===== src/rtl/fp_pkg.sv =====
// Shared classes, flag indices and width helpers for the pipelined FP multiplier.
package fp_pkg;

   typedef enum logic [1:0] {FP_ZERO, FP_NORM, FP_INF, FP_NAN} fp_class_e;

   localparam int FLG_INV = 3;
   localparam int FLG_OVF = 2;
   localparam int FLG_UNF = 1;
   localparam int FLG_INX = 0;

   function automatic int fp_width(input int exp_w, input int man_w);
      return 1 + exp_w + man_w;
   endfunction

   function automatic int fp_bias(input int exp_w);
      return (1 << (exp_w - 1)) - 1;
   endfunction

   function automatic int fp_prod_w(input int man_w);
      return 2 * man_w + 2;
   endfunction

endpackage


===== src/rtl/fp_round_pack.sv =====
// Stage-3 combinational logic: normalise, round-to-nearest-even, range check,
// special-case selection and exception flags.
module fp_round_pack import fp_pkg::*; #(
   parameter  int EXP_W = 8,
   parameter  int MAN_W = 23,
   localparam int W     = fp_width(EXP_W, MAN_W),
   localparam int PW    = fp_prod_w(MAN_W)
) (
   input  logic             sign,
   input  fp_class_e        cls_a,
   input  fp_class_e        cls_b,
   input  logic [EXP_W+1:0] esum,
   input  logic [PW-1:0]    prod,
   output logic [W-1:0]     res,
   output logic [3:0]       flags
);

   localparam logic [EXP_W+1:0] EXP_MAX = {2'b00, {EXP_W{1'b1}}};

   logic [PW-2:0]    norm;
   logic [MAN_W-1:0] frac;
   logic             guard;
   logic             sticky;
   logic             rnd_up;
   logic [MAN_W:0]   frac_rnd;
   logic [EXP_W+1:0] exp_fin;
   logic             any_nan;
   logic             any_inf;
   logic             any_zero;
   logic             ovf;
   logic             unf;

   always_comb begin
      res      = '0;
      flags    = '0;
      // Leading one ends up just above norm's top bit in both product ranges
      norm     = prod[PW-1] ? prod[PW-2:0] : {prod[PW-3:0], 1'b0};
      frac     = norm[PW-2 -: MAN_W];
      guard    = norm[MAN_W];
      sticky   = |norm[MAN_W-1:0];
      rnd_up   = guard & (sticky | frac[0]);
      frac_rnd = {1'b0, frac} + {{MAN_W{1'b0}}, rnd_up};
      exp_fin  = esum + {{(EXP_W+1){1'b0}}, prod[PW-1]}
                      + {{(EXP_W+1){1'b0}}, frac_rnd[MAN_W]};
      ovf      = !exp_fin[EXP_W+1] && (exp_fin >= EXP_MAX);
      unf      = exp_fin[EXP_W+1] || (exp_fin == '0);
      any_nan  = (cls_a == FP_NAN)  || (cls_b == FP_NAN);
      any_inf  = (cls_a == FP_INF)  || (cls_b == FP_INF);
      any_zero = (cls_a == FP_ZERO) || (cls_b == FP_ZERO);

      if (any_nan || (any_inf && any_zero)) begin
         res            = {sign, {(EXP_W+MAN_W){1'b1}}};
         flags[FLG_INV] = 1'b1;
      end else if (any_inf) begin
         res = {sign, {EXP_W{1'b1}}, {MAN_W{1'b0}}};
      end else if (any_zero) begin
         res = {sign, {(W-1){1'b0}}};
      end else if (ovf) begin
         res            = {sign, {EXP_W{1'b1}}, {MAN_W{1'b0}}};
         flags[FLG_OVF] = 1'b1;
         flags[FLG_INX] = 1'b1;
      end else if (unf) begin
         res            = {sign, {(W-1){1'b0}}};
         flags[FLG_UNF] = 1'b1;
         flags[FLG_INX] = 1'b1;
      end else begin
         res            = {sign, exp_fin[EXP_W-1:0], frac_rnd[MAN_W-1:0]};
         flags[FLG_INX] = guard | sticky;
      end
   end

endmodule


===== src/rtl/fp_mul_pipe.sv =====
// Three-stage pipelined IEEE754 multiplier with valid/ready handshake and
// a single global advance enable.
module fp_mul_pipe import fp_pkg::*; #(
   parameter  int EXP_W = 8,
   parameter  int MAN_W = 23,
   localparam int W     = fp_width(EXP_W, MAN_W)
) (
   input  logic         clk,
   input  logic         rst,
   input  logic         in_valid,
   output logic         in_ready,
   input  logic [W-1:0] op1,
   input  logic [W-1:0] op2,
   output logic         out_valid,
   input  logic         out_ready,
   output logic [W-1:0] res,
   output logic [3:0]   flags
);

   localparam int               PW   = fp_prod_w(MAN_W);
   localparam logic [EXP_W+1:0] BIAS = (EXP_W+2)'(fp_bias(EXP_W));

   function automatic fp_class_e classify(input logic [EXP_W-1:0] e,
                                          input logic [MAN_W-1:0] f);
      if (e == '0) return FP_ZERO;
      if (e == '1) return (f == '0) ? FP_INF : FP_NAN;
      return FP_NORM;
   endfunction

   logic             en;
   logic             v1;
   logic             v2;
   logic             s1_sign;
   fp_class_e        s1_ca;
   fp_class_e        s1_cb;
   logic [EXP_W+1:0] s1_esum;
   logic [MAN_W:0]   s1_ma;
   logic [MAN_W:0]   s1_mb;
   logic             s2_sign;
   fp_class_e        s2_ca;
   fp_class_e        s2_cb;
   logic [EXP_W+1:0] s2_esum;
   logic [PW-1:0]    s2_prod;
   logic [W-1:0]     rp_res;
   logic [3:0]       rp_flags;

   assign en       = !out_valid || out_ready;
   assign in_ready = en;

   always_ff @(posedge clk or negedge rst) begin
      if (!rst) begin
         v1        <= 1'b0;
         v2        <= 1'b0;
         out_valid <= 1'b0;
         res       <= '0;
         flags     <= '0;
      end else if (en) begin
         v1        <= in_valid;
         v2        <= v1;
         out_valid <= v2;
         res       <= rp_res;
         flags     <= rp_flags;
      end
   end

   always_ff @(posedge clk) begin
      if (en && in_valid) begin
         s1_sign <= op1[W-1] ^ op2[W-1];
         s1_ca   <= classify(op1[W-2 -: EXP_W], op1[MAN_W-1:0]);
         s1_cb   <= classify(op2[W-2 -: EXP_W], op2[MAN_W-1:0]);
         s1_esum <= {2'b00, op1[W-2 -: EXP_W]} + {2'b00, op2[W-2 -: EXP_W]} - BIAS;
         s1_ma   <= {1'b1, op1[MAN_W-1:0]};
         s1_mb   <= {1'b1, op2[MAN_W-1:0]};
      end
      if (en) begin
         s2_sign <= s1_sign;
         s2_ca   <= s1_ca;
         s2_cb   <= s1_cb;
         s2_esum <= s1_esum;
         s2_prod <= PW'(s1_ma) * PW'(s1_mb);
      end
   end

   fp_round_pack #(.EXP_W(EXP_W), .MAN_W(MAN_W)) u_round_pack (
      .sign  (s2_sign),
      .cls_a (s2_ca),
      .cls_b (s2_cb),
      .esum  (s2_esum),
      .prod  (s2_prod),
      .res   (rp_res),
      .flags (rp_flags)
   );

endmodule


===== config.mk =====
export PLATFORM = sky130hd
export DESIGN_NAME = fp_mul_pipe
export DESIGN_NICKNAME = d
export VERILOG_FILES = /design/src/rtl/fp_pkg.sv /design/src/rtl/fp_round_pack.sv /design/src/rtl/fp_mul_pipe.sv
export SDC_FILE = /design/constraint.sdc
export NUM_CORES = 2
export LEC_CHECK = 0
export CAP_MARGIN = 20
export CORE_MARGIN = 8
export CORE_UTILIZATION = 42
export CTS_BUF_LIST = sky130_fd_sc_hd__clkbuf_16
export CTS_CLUSTER_DIAMETER = 150
export DETAILED_ROUTE_END_ITERATION = 6
export PLACE_DENSITY = 0.67
export REMOVE_ABC_BUFFERS = 1
export SETUP_SLACK_MARGIN = 0.4
export SLEW_MARGIN = 20
export SYNTH_ARGS = -nofsm -noshare
export SYNTH_HDL_FRONTEND = slang
export SYNTH_HIERARCHICAL = 1
export SYNTH_SLANG_ARGS = --single-unit

===== constraint.sdc =====
create_clock -name clk -period 17.5 [get_ports clk]
set_clock_uncertainty 0.15 [all_clocks]
set_input_delay 3.5 -clock clk [delete_from_list [all_inputs] [get_ports clk]]
set_output_delay 3.5 -clock clk [all_outputs]
set_load 0.005 [all_outputs]

After elaboration in Yosys (flattened, before gate mapping). Cells that the tools add are included.

Memories kept: 0. Flip-flop bits (word level): 163. Output and inout port bits: 38. Memory bits (read-only): 0. Memory bits (writable): 0. Word-level logic and storage cells: 87. Latch bits: 0.

Shift-type cells: 0. Multiply operators: 1. Reductions and logical operators: 19. Add/subtract/negate cells: 5. Bitwise logic cells: 4. Order comparisons: 1. Eq/ne operators: 6. Mux-type cells: 35. Div/mod/pow operators: 0.

Operators by type and width (count): 2-to-1 mux 31 bit (5); multiplier 24 x 24 -> 48 bit (1); 2-to-1 mux 47 bit (1); zero test 23 bit (2); adder 23 x 1 -> 24 bit (1); OR reduction 23 bit (1); adder 10 x 1 -> 10 bit (2); 2-to-1 mux 1 bit (18); == test 8 bit, second input constant (2); zero test 8 bit (2); 2-to-1 mux 2 bit (8); greater-or-equal comparator 10 x 8 -> 1 bit, second input constant (1); zero test 10 bit (1); subtractor 9 x 7 -> 10 bit, second input constant (1); adder 8 x 8 -> 9 bit (1); 2-to-1 mux 3 bit (3); == test 2 bit, second input constant (4); logical OR 1 bit (6); zero test 2 bit (2); logical AND 1 bit (3); zero test 1 bit (2); OR 1 bit (2); bitwise AND 1 bit (1); XOR 1 bit (1).

Longest topological paths before layout.
Depth after elaboration: 13. Depth in mapped cells: 26. Gate-level depth less buffers: 24.

Modules after synthesis. The synthesis kept the hierarchy.

By module, submodules not included: fp_mul_pipe (instances 1, cells an instance 2456, area an instance 24588.6 um2); fp_round_pack (instances 1, cells an instance 258, area an instance 1784.2 um2).

Worst setup path after synthesis. Ideal clock, no wire load.

Path kind: input -> output. Start point: input out_ready. End point: output in_ready. Path buffers: 2. Arrival time: 5157 ps. Required time: 13850 ps. Cell stages on the path: 4. Slack: 8693 ps. Cell sequence: nor2b_1 -> clkbuf_1 -> buf_1 -> inv_1.

Cells in the longest elaborated chain, start to end: 1.

RTL lines: start, declared (line fp_mul_pipe.sv:15) `input logic out_ready,`; logical OR 1 bit (line fp_mul_pipe.sv:47) `assign en = !out_valid || out_ready;`; end, declared (line fp_mul_pipe.sv:11) `output logic in_ready,`.

Every way passes these cells.

Final worst setup path. Ends and elaborated chain as after synthesis.

==> results list <==
* Element type at the critical path start: input port
- Cell area after layout: around 29000 um2
- Wire length reported by the detailed router: 70260 um
* Maximum net fanout on the critical path: 41
- Remaining global-route overflow: 0
- Number of global-route vias before repair: 21060
- CTS buffer count: 17
- Average vias per placed instance: ~5.3
* Count of mapped cells out of synthesis: 2714
- Syn avg cell area: 9.717 um2
- Core ar.: 62620 um2
- Final-layout fill cell count: 5837
- In this run, synthesis produced a sequential element count of between 150 and 200.
* Cell accounting for the most synthesized area: sky130_fd_sc_hd__fa_1
- Buffers and inverters on the worst path: 4
- In this run, post-CTS hold repair placed 0 buffers.
- The hold violation count in the final report is 0.
- Once layout is complete, the utilization of the core stands at 0.4619.
* Arrival time at the worst endpoint: between 5 and 6 ns
- The Yosys step of the flow raised 6 warnings.
- Nets: between 3000 and 4000
- Die width: 266.6 um
* Port-buffer cells: 105
* Area of the mapped netlist: approximately 26000 um2
* Post-cts resize count: 0
- The clock period could shrink to a little under 9 ns.
- The worst setup path is captured at a primary output.
* Fraction of final layout cells with drive strength greater than 1: 0.05343
* Setup repair after global routing missed its margin: false
* Die span in y: between 200 and 300 um
- The first global-routing pass estimated 113400 um of wire.
- The floorplan step defined a die boundary enclosing roughly 71000 um2.
- Measured against its own limit, the worst slew margin works out to 0.2406.
* Maximum number of pins on one net before global-route repair: 64
- 0 antenna diodes ended up in the layout.
* Number of flops mapped to enable cells by yosys: 124
- Once the clock tree was built, the setup fixing pass inserted 0 buffers.
- Tot GR Track Use: 0.2032
- Result of the run: finished clean
- Remaining DRCs: 0
* Initial antenna violation count: 1
- Clock tree synthesis found a total of ~160 sinks.
- For this run, the register share of the synthesized area comes to 0.1782.
- Delay of the slowest cell on the worst path: 0.46 ns
- The longest clock path from root to sink contains 2 buffers.
- Dividing the final minimum period by the clock period gives 0.4975.
- Across all hold checks on the routed design, the worst slack comes to 0.2701 ns.
- Fraction of synthesized cell area taken by the top area cell type: 0.3674
- List of cells traversed by the critical path: clkdlybuf4s50_1, nor2b_4, buf_4, inv_2, clkdlybuf4s50_1
* Async set-reset flop share out of synthesis: 0.2393
* Number of vias after detailed routing: between 15000 and 20000
- The initial utilization of the core area, before any placement, comes to 0.4212.
- Cell family with the largest share of critical-path delay: buffers and inverters
- At the pin with the least slew margin, the transition time is 1.129 ns.
- Detailed placement finished with a half-perimeter wire length of 53320 um.
* Top-level port count: 106
* Reg clk slew, reported paths: ~0.070 ns
- The pre-antenna-repair detailed-routing pass consisted of 5 iterations.
- For this run, the top clock speed supported by timing is 114.9 MHz.
- The placed instances occupy a cell area of about 28000 um2.
- At the later pin of the worst-skew pair, clock insertion delay measures 0.45 ns.
* Routability congestion estimate: 0.9317
- Worst path slowest cell: sky130_fd_sc_hd__clkdlybuf4s50_1
- Average wire per standard cell: slightly below 20 um
- The detail route stage leaves a number of antenna-violating nets equal to 0.
- The worst hold path belongs to the class reg -> reg.
* H-tree levels: 4
- At the worst endpoint, the required time is roughly 14 ns.
* Library cells used by synthesis: 73
* Clock tree from TritonCTS: yes
* Site Rows: 92
* Worst path most repeated cell: sky130_fd_sc_hd__clkdlybuf4s50_1
* Biggest area contributors in the synthesized netlist: sky130_fd_sc_hd__fa_1, sky130_fd_sc_hd__edfxtp_1, sky130_fd_sc_hd__ha_1, sky130_fd_sc_hd__inv_1, sky130_fd_sc_hd__and2_1
* Clock root cell: sky130_fd_sc_hd__clkbuf_16
- Main flop type after synthesis: sky130_fd_sc_hd__edfxtp_1
- Summed over all failing endpoints, the final setup total negative slack is 0 ns.
- By startpoint and endpoint, the worst setup path is classified as in -> out.
* Number of pins exceeding their max-slew limit in the final report: 0
- The detailed router finished its first iteration with 1406 violations.
- Setup violators final: 0
- Synthesis-to-layout area growth: 9.674%
- Max-cap violations in this run came to 0.
[synth_stat cells (3+ instances only)]
cell and number:
sky130_fd_sc_hd__inv_1 598, sky130_fd_sc_hd__fa_1 484, sky130_fd_sc_hd__nand2_1 299, sky130_fd_sc_hd__and2_1 253, sky130_fd_sc_hd__ha_1 190, sky130_fd_sc_hd__edfxtp_1 124, sky130_fd_sc_hd__clkbuf_1 108, sky130_fd_sc_hd__nor2_1 86
sky130_fd_sc_hd__a21oi_1 64, sky130_fd_sc_hd__xnor2_1 54, sky130_fd_sc_hd__mux2_2 43, sky130_fd_sc_hd__dfrtp_1 39, sky130_fd_sc_hd__nand4_1 31, sky130_fd_sc_hd__xor2_1 30, sky130_fd_sc_hd__a21o_1 27, sky130_fd_sc_hd__nand3_1 27
sky130_fd_sc_hd__nor4_1 24, sky130_fd_sc_hd__o21ai_0 23, sky130_fd_sc_hd__mux2i_1 19, sky130_fd_sc_hd__nor3_1 16, sky130_fd_sc_hd__o21ai_1 14, sky130_fd_sc_hd__and3_1 11, sky130_fd_sc_hd__a211oi_1 10, sky130_fd_sc_hd__nor2b_1 10
sky130_fd_sc_hd__o21ai_2 9, sky130_fd_sc_hd__o21a_1 8, sky130_fd_sc_hd__o31ai_1 8, sky130_fd_sc_hd__a31oi_1 7, sky130_fd_sc_hd__o21bai_1 7, sky130_fd_sc_hd__or3_1 7, sky130_fd_sc_hd__a211o_1 6, sky130_fd_sc_hd__buf_1 6
sky130_fd_sc_hd__buf_2 6, sky130_fd_sc_hd__nand2b_1 6, sky130_fd_sc_hd__o211ai_1 4, sky130_fd_sc_hd__clkinv_1 3, sky130_fd_sc_hd__nor3b_1 3, sky130_fd_sc_hd__nor4b_1 3, sky130_fd_sc_hd__o311ai_1 3
[final cells by class]
cell class                      instances  area [um2]  area share
Sequential cell                       163        4700      0.1625
Clock inverter                         15       163.9    0.005667
Timing Repair Buffer                  149        1396     0.04828
Multi-Input combinational cell       1824       18920      0.6541
Tap cell                              846        1059     0.03660
Inverter                              602        2260     0.07812
Clock buffer                           17       425.4     0.01471
[path summary, 6_finish.rpt]
path,from,endpoint,slack (ns),cells after the start
setup / recovery,out_ready,in_ready,8.79,5
hold / removal,s1_esum[0]$_DFFE_PP_,s2_esum[0]$_DFFE_PN_,0.27,0
setup reg to reg,s1_mb[6]$_DFFE_PP_,s2_prod[46]$_DFFE_PN_,9.31,22
hold reg to reg,s1_esum[0]$_DFFE_PP_,s2_esum[0]$_DFFE_PN_,0.27,0
max in group asynchronous,rst,v2$_DFFE_PN0N_,13.57,1
min in group asynchronous,rst,res[22]$_DFFE_PN0N_,3.03,1
[cells in the final DEF (no fill, tap or decap), drive strengths merged, types with 5 or more instances in the layout]
cell type	instances
edfxtp	124
a21oi	64
ha	190
nor2	86
nand3	27
o31ai	10
nor4	24
fa	484
nand2b	6
nor3	18
a21o	27
dfrtp	39
nand4	32
nand2	299
clkbuf	17
and3	11
mux2	43
xor2	30
nor4b	5
o21bai	7
a211o	6
mux2i	19
xnor2	54
nor2b	10
clkinv	7
a31oi	8
clkdlybuf4s50	104
o21ai	46
or3	7
o21a	8
a211oi	10
and2	253
buf	45
inv	607
[state kept, by name (all words and copies together) (netlist names)]
name	flops
s1_sign	1
s2_cb	2
res	32
s1_ma	23
s2_ca	2
s1_mb	23
s1_ca	2
s1_cb	2
out_valid	1
v1	1
s2_prod	48
s2_sign	1
flags	4
s2_esum	10
s1_esum	10
v2	1
[metal layers]
metal	global-route usage	routed length [um]	vias up
met2	0.3364	33460	826
met1	0.2581	27480	9789
met4	0.08205	2867	0
li1	-	-	8428
met3	0.04366	6450	188
met5	0	0	-
[cell families after synthesis]
kind of cell	Yosys count	synth area share
and+or+nand+nor	792	0.1527
buffers and inverters	727	0.1049
adders and majority gates	674	0.4575
AOI/OAI and AO/OA	212	0.05318
DFF	163	0.1782
xor gates and xnor gates	84	0.02790
muxes	62	0.02557
[worst reg2reg max path: cells and delay by family (launching register included)]
kind,cells,cell delay (ns)
compound gates,5,1.36
fa+ha+maj,8,3.75
buf+inv,5,0.70
flops,1,0.96
simple gates,4,0.99
[metrics by stage]
step / instances / setup WS, ns
floorplan: 2589 / 6.911
global placement: 3583 / 8.767
detailed placement: 3583 / 8.772
CTS: 3615 / 8.766
global route: 3616 / 8.706
finish: 3616 / 8.793
Power is left out: the tool's default activity adds up to more than one toggle a clock period on the data nets, which glitch-free logic cannot reach.
==> RTL edit 1, RTL diff (same flow settings) <==
`EXP_W` is set to 8 in 2 places; all go to 6.
--- a/src/rtl/fp_round_pack.sv
+++ b/src/rtl/fp_round_pack.sv
@@ -1,7 +1,7 @@
 // Stage-3 combinational logic: normalise, round-to-nearest-even, range check,
 // special-case selection and exception flags.
 module fp_round_pack import fp_pkg::*; #(
-   parameter  int EXP_W = 8,
+   parameter  int EXP_W = 6,
    parameter  int MAN_W = 23,
    localparam int W     = fp_width(EXP_W, MAN_W),
    localparam int PW    = fp_prod_w(MAN_W)
--- a/src/rtl/fp_mul_pipe.sv
+++ b/src/rtl/fp_mul_pipe.sv
@@ -1,7 +1,7 @@
 // Three-stage pipelined IEEE754 multiplier with valid/ready handshake and
 // a single global advance enable.
 module fp_mul_pipe import fp_pkg::*; #(
-   parameter  int EXP_W = 8,
+   parameter  int EXP_W = 6,
    parameter  int MAN_W = 23,
    localparam int W     = fp_width(EXP_W, MAN_W)
 ) (
Interface: changed (resized op1, op2 and res); port bits go from 106 to 100. The function was not compared with the original's and may differ.
==> RTL edit 1 against the unedited design <==
Critical path depth unchanged. Wire length decreased by 1.6%. Final area down 2.2%. Utilization barely moved. Count of clock-buffer cells in the layout grew 2. Hold slack worse by 0.0034 ns. Die area shrank 1.9%. Largest cell class unchanged. Worst setup slack got worse by 0.028 ns. Area after synthesis shrank 2.0%. Sequential cell count shrank 6. Via count shrank 4.3%. Global-route usage hardly changed.
Power is left out: the tool's default activity adds up to more than one toggle a clock period on the data nets, which glitch-free logic cannot reach.
==> RTL edit 1: results (changes against the unedited design) <==
The fraction of synthesis flops using an asynchronous set or reset pin came out at 23.6% (-0.36 points). The slack of the worst reg-to-reg path came out at 9.30 ns (about the same). The share of synthesized area occupied by flip-flops and latches came out at 17.5% (-0.29 points). The gate count of the mapped netlist came out at 2652 (-2.3%).

The cell total after placement is 3462 (-3.4%). The count of port buffers added during placement came out at 99 (-5.7%). The share of final-layout standard cells stronger than drive strength 1 is 5.14% (-0.20 points). The startpoint identified for the worst register-to-register timing path is s1_mb[8]. The distinct cell type count of the synthesized netlist is 68 (-6.8%). The DRC violation total after the first TritonRoute iteration is 1063 (-24%). The aggregate routed wire length came out at 69100 um (-1.6%).

In the final layout, the registers with the most flip-flops are s2_prod: 48 flops, res: 30 flops. The maximum fanout along the worst path is 39 (-4.9%). The average via count per standard cell was 5.27 (-0.99%). The maximum cell stage delay along the critical path was 0.48 ns (+0.02 ns). The initial antenna violation count is 0 (-1).

The actual slew at the worst max-slew pin is 1.18 ns (+0.0548 ns). The endpoint arrival time on the critical path came out at 5.09 ns (+0.03 ns). The largest net degree at the start of global routing was 62 (-3.1%). The first-pass iteration count of the detailed router was 7 (+2). The launch instance of the worst min-delay path is s1_esum[3]. The run finished with clean final reports. By area the synthesized netlist is led by sky130_fd_sc_hd__fa_1, sky130_fd_sc_hd__edfxtp_1, sky130_fd_sc_hd__ha_1. The placed wire-length estimate after detailed placement is 52300 um (-1.9%). Sorting the synthesized cells by how often they occur yields sky130_fd_sc_hd__inv_1, sky130_fd_sc_hd__fa_1, sky130_fd_sc_hd__nand2_1, sky130_fd_sc_hd__and2_1, sky130_fd_sc_hd__ha_1. The number of synthesized flops with an enable pin is 120 (-3.2%).

The post-layout net count came out at 3426 (-2.1%).
-- RTL edit 1: cell types whose count changed after synthesis, sizes merged, moves of 8 or more --
cell   change
nor2      -19
nand4     -14
and2       +8
inv        -9
xnor2      -8
nand2     -11
o21ai     +13
-- RTL edit 1: worst paths after layout --
kind                                     to  cells past startpoint
min in group asynchronous            res[3]                      1
worst min register to register   s2_esum[3]                      0
max in group asynchronous          flags[1]                      1
worst max register to register  s2_prod[40]                     24
worst max-delay path               in_ready                      5
worst min-delay path             s2_esum[3]                      0
-- RTL edit 1: worst max-delay path: cells and delay by family --
kind / cells / cell delay (ns)
buffers and inverters: 4 / 1.44
and+or+nand+nor: 1 / 0.11
-- RTL edit 1: metrics by stage --
step	hold WS [ns]	worst slack [ns]	cell area, um^2	util (%)
detailed placement	0.255	8.77	27700	45.2
finish	0.267	8.76	28300	46.2
global route	0.274	8.69	28300	46.2
global placement	0.254	8.82	27700	45.2
floorplan	0.250	7.08	25400	-
CTS	0.270	8.76	28300	46.1
-- RTL edit 1: per-layer routing --
metal | track usage, % | vias up | wire length (um)
met5 | 0 | - | 0
met4 | 6.44 | 0 | 1960
met3 | 4.28 | 115 | 5450
met2 | 32.9 | 692 | 31900
met1 | 27.1 | 9421 | 29800
li1 | - | 8175 | -
-- RTL edit 1: final cells by class --
type	instances	area (um^2)
clock buffers	19	475
clock inverters	13	100
fillers	5696	33000
inverters	593	2230
multi-input cells	1780	18600
flip-flops and latches	157	4530
well taps	790	988
repair buffers	143	1340
-- RTL edit 1: logic make-up after synthesis --
group | Yosys count | synth area share [%]
DFF | 157 | 17.5
xor gates and xnor gates | 82 | 2.78
adders and majority gates | 670 | 46.5
muxes | 62 | 2.60
and+or+nand+nor | 757 | 14.8
buffers and inverters | 715 | 10.5
AOI/OAI and AO/OA | 209 | 5.27
==> RTL edit 2, RTL diff (config.mk and constraints unchanged) <==
Without the edit above. Reset style: synchronous (`rst`), changed in one clocked block.
--- a/src/rtl/fp_mul_pipe.sv
+++ b/src/rtl/fp_mul_pipe.sv
@@ -47,7 +47,7 @@
    assign en       = !out_valid || out_ready;
    assign in_ready = en;
 
-   always_ff @(posedge clk or negedge rst) begin
+   always_ff @(posedge clk) begin
       if (!rst) begin
          v1        <= 1'b0;
          v2        <= 1'b0;
Check against the original RTL: not equivalent (Yosys sat finds a counterexample within 4 cycles, from zero or initial values and one cycle with rst low; the reset may be asserted at any time).
==> RTL edit 2 against the unedited design <==
Worst setup slack got worse by 0.073 ns. Non-clock buffer count is 7 lower. Wire length shrank 4.6%. Final area shrank 0.61%. Register-to-register slack better by 0.20 ns. Sequential cell count stayed put. Critical path type unchanged. Global-route usage is 0.67 points lower. Area after synthesis is 0.37% lower.
Power is not shown: default switching activity piles up to over one toggle a cycle in this logic, so the estimate is an artifact.
==> RTL edit 2: results (changes against the unedited design) <==
The flow ran to the end, and the final reports show no timing, DRC or antenna violations. The largest net degree at the start of global routing came out at 76 (+19%). The DRC violation total after the first TritonRoute iteration is 1165 (-17%). The final weighted congestion in routability-driven placement was 0.904 (-3.0%). The cell total after placement came out at 3623 (+1.1%). The average via count per standard cell came out at 5.14 (-3.4%). The placed wire-length estimate after detailed placement is 53500 um (+0.30%). The distinct cell type count of the synthesized netlist was 76 (+4.1%). The all-layer global routing usage is 19.6% (-0.67 points). The post-layout net count is 3548 (+1.4%). The share of synthesized area occupied by flip-flops and latches came out at 17.1% (-0.68 points).

The endpoint arrival time on the critical path is 5.13 ns (+0.07 ns). The maximum fanout along the worst path came to 28 (-32%). The placement-stage cell area came out at 28100 um^2 (-0.57%). The share of final-layout standard cells stronger than drive strength 1 came to 3.83% (-1.5 points). The fraction of synthesis flops using an asynchronous set or reset pin came out at 0% (-24 points). The first-pass GRT wire length came out at 108000 um (-4.6%). Sorting the synthesized cells by area gives the leading types as sky130_fd_sc_hd__fa_1, sky130_fd_sc_hd__edfxtp_1, sky130_fd_sc_hd__ha_1. The maximum cell stage delay along the critical path is 0.58 ns (+0.12 ns). The post-route met1 wirelength came to 27500 um (+0.13%). The slack of the worst reg-to-reg path came to 9.51 ns (+0.20 ns). The clock network latency to the later pin of the worst-skew pair is 0.49 ns (+0.04 ns). The average detailed-routed wire length per instance is 18.3 um (-5.6%). The aggregate routed wire length is 67100 um (-4.6%). Counting instances in the post-synthesis netlist gives the leading cell types as sky130_fd_sc_hd__inv_1, sky130_fd_sc_hd__fa_1, sky130_fd_sc_hd__nand2_1, sky130_fd_sc_hd__and2_1, sky130_fd_sc_hd__ha_1. The smallest hold slack came out at 0.271 ns (+0.000547 ns). The filler cell count in the final layout came to 5905 (+1.2%).
## RTL edit 2: worst paths after layout
kind | start | to | cells past startpoint
min reg2reg | s1_sign | s2_sign | 0
max | out_ready | in_ready | 4
min | s1_sign | s2_sign | 0
max reg2reg | s1_ma[7] | s2_prod[44] | 24
## RTL edit 2: logic make-up (layout without fill, tap and decap cells)
logic type	count (synthesis)	count (layout)	share of synthesized area, %
AOI/OAI and AO/OA	259	259	6.80
xor gates and xnor gates	86	86	2.87
adders and majority gates	674	674	45.9
buffers and inverters	724	772	10.5
DFF	163	163	17.1
muxes	25	25	0.981
and+or+nand+nor	840	840	15.8
## RTL edit 2: metal layers
layer / global-route usage (%) / vias up
met5: 0 / -
li1: - / 8568
met4: 6.34 / 0
met2: 33.1 / 533
met1: 24.5 / 9566
met3: 5.07 / 111
## RTL edit 2: critical path: cells and delay by family
kind | cells | cell delay [ns]
and+or+nand+nor | 1 | 0.22
buffers and inverters | 3 | 1.39
## RTL edit 2: area by class of cell
class,instances,area [um^2],share of cell area (%)
clock inverters,15,159,0.553
multi-input cells,1884,19000,66.2
flip-flops and latches,163,4500,15.7
well taps,837,1050,3.64
repair buffers,142,1330,4.64
clock buffers,17,425,1.48
inverters,598,2250,7.81
## RTL edit 2: stage by stage
step,setup WS [ns],utilization (%)
2_1_floorplan,7.28,-
3_3_place_gp,8.70,45.5
3_5_place_dp,8.67,45.5
4_1_cts,8.67,46.5
5_1_grt,8.60,46.5
6_report,8.72,46.5
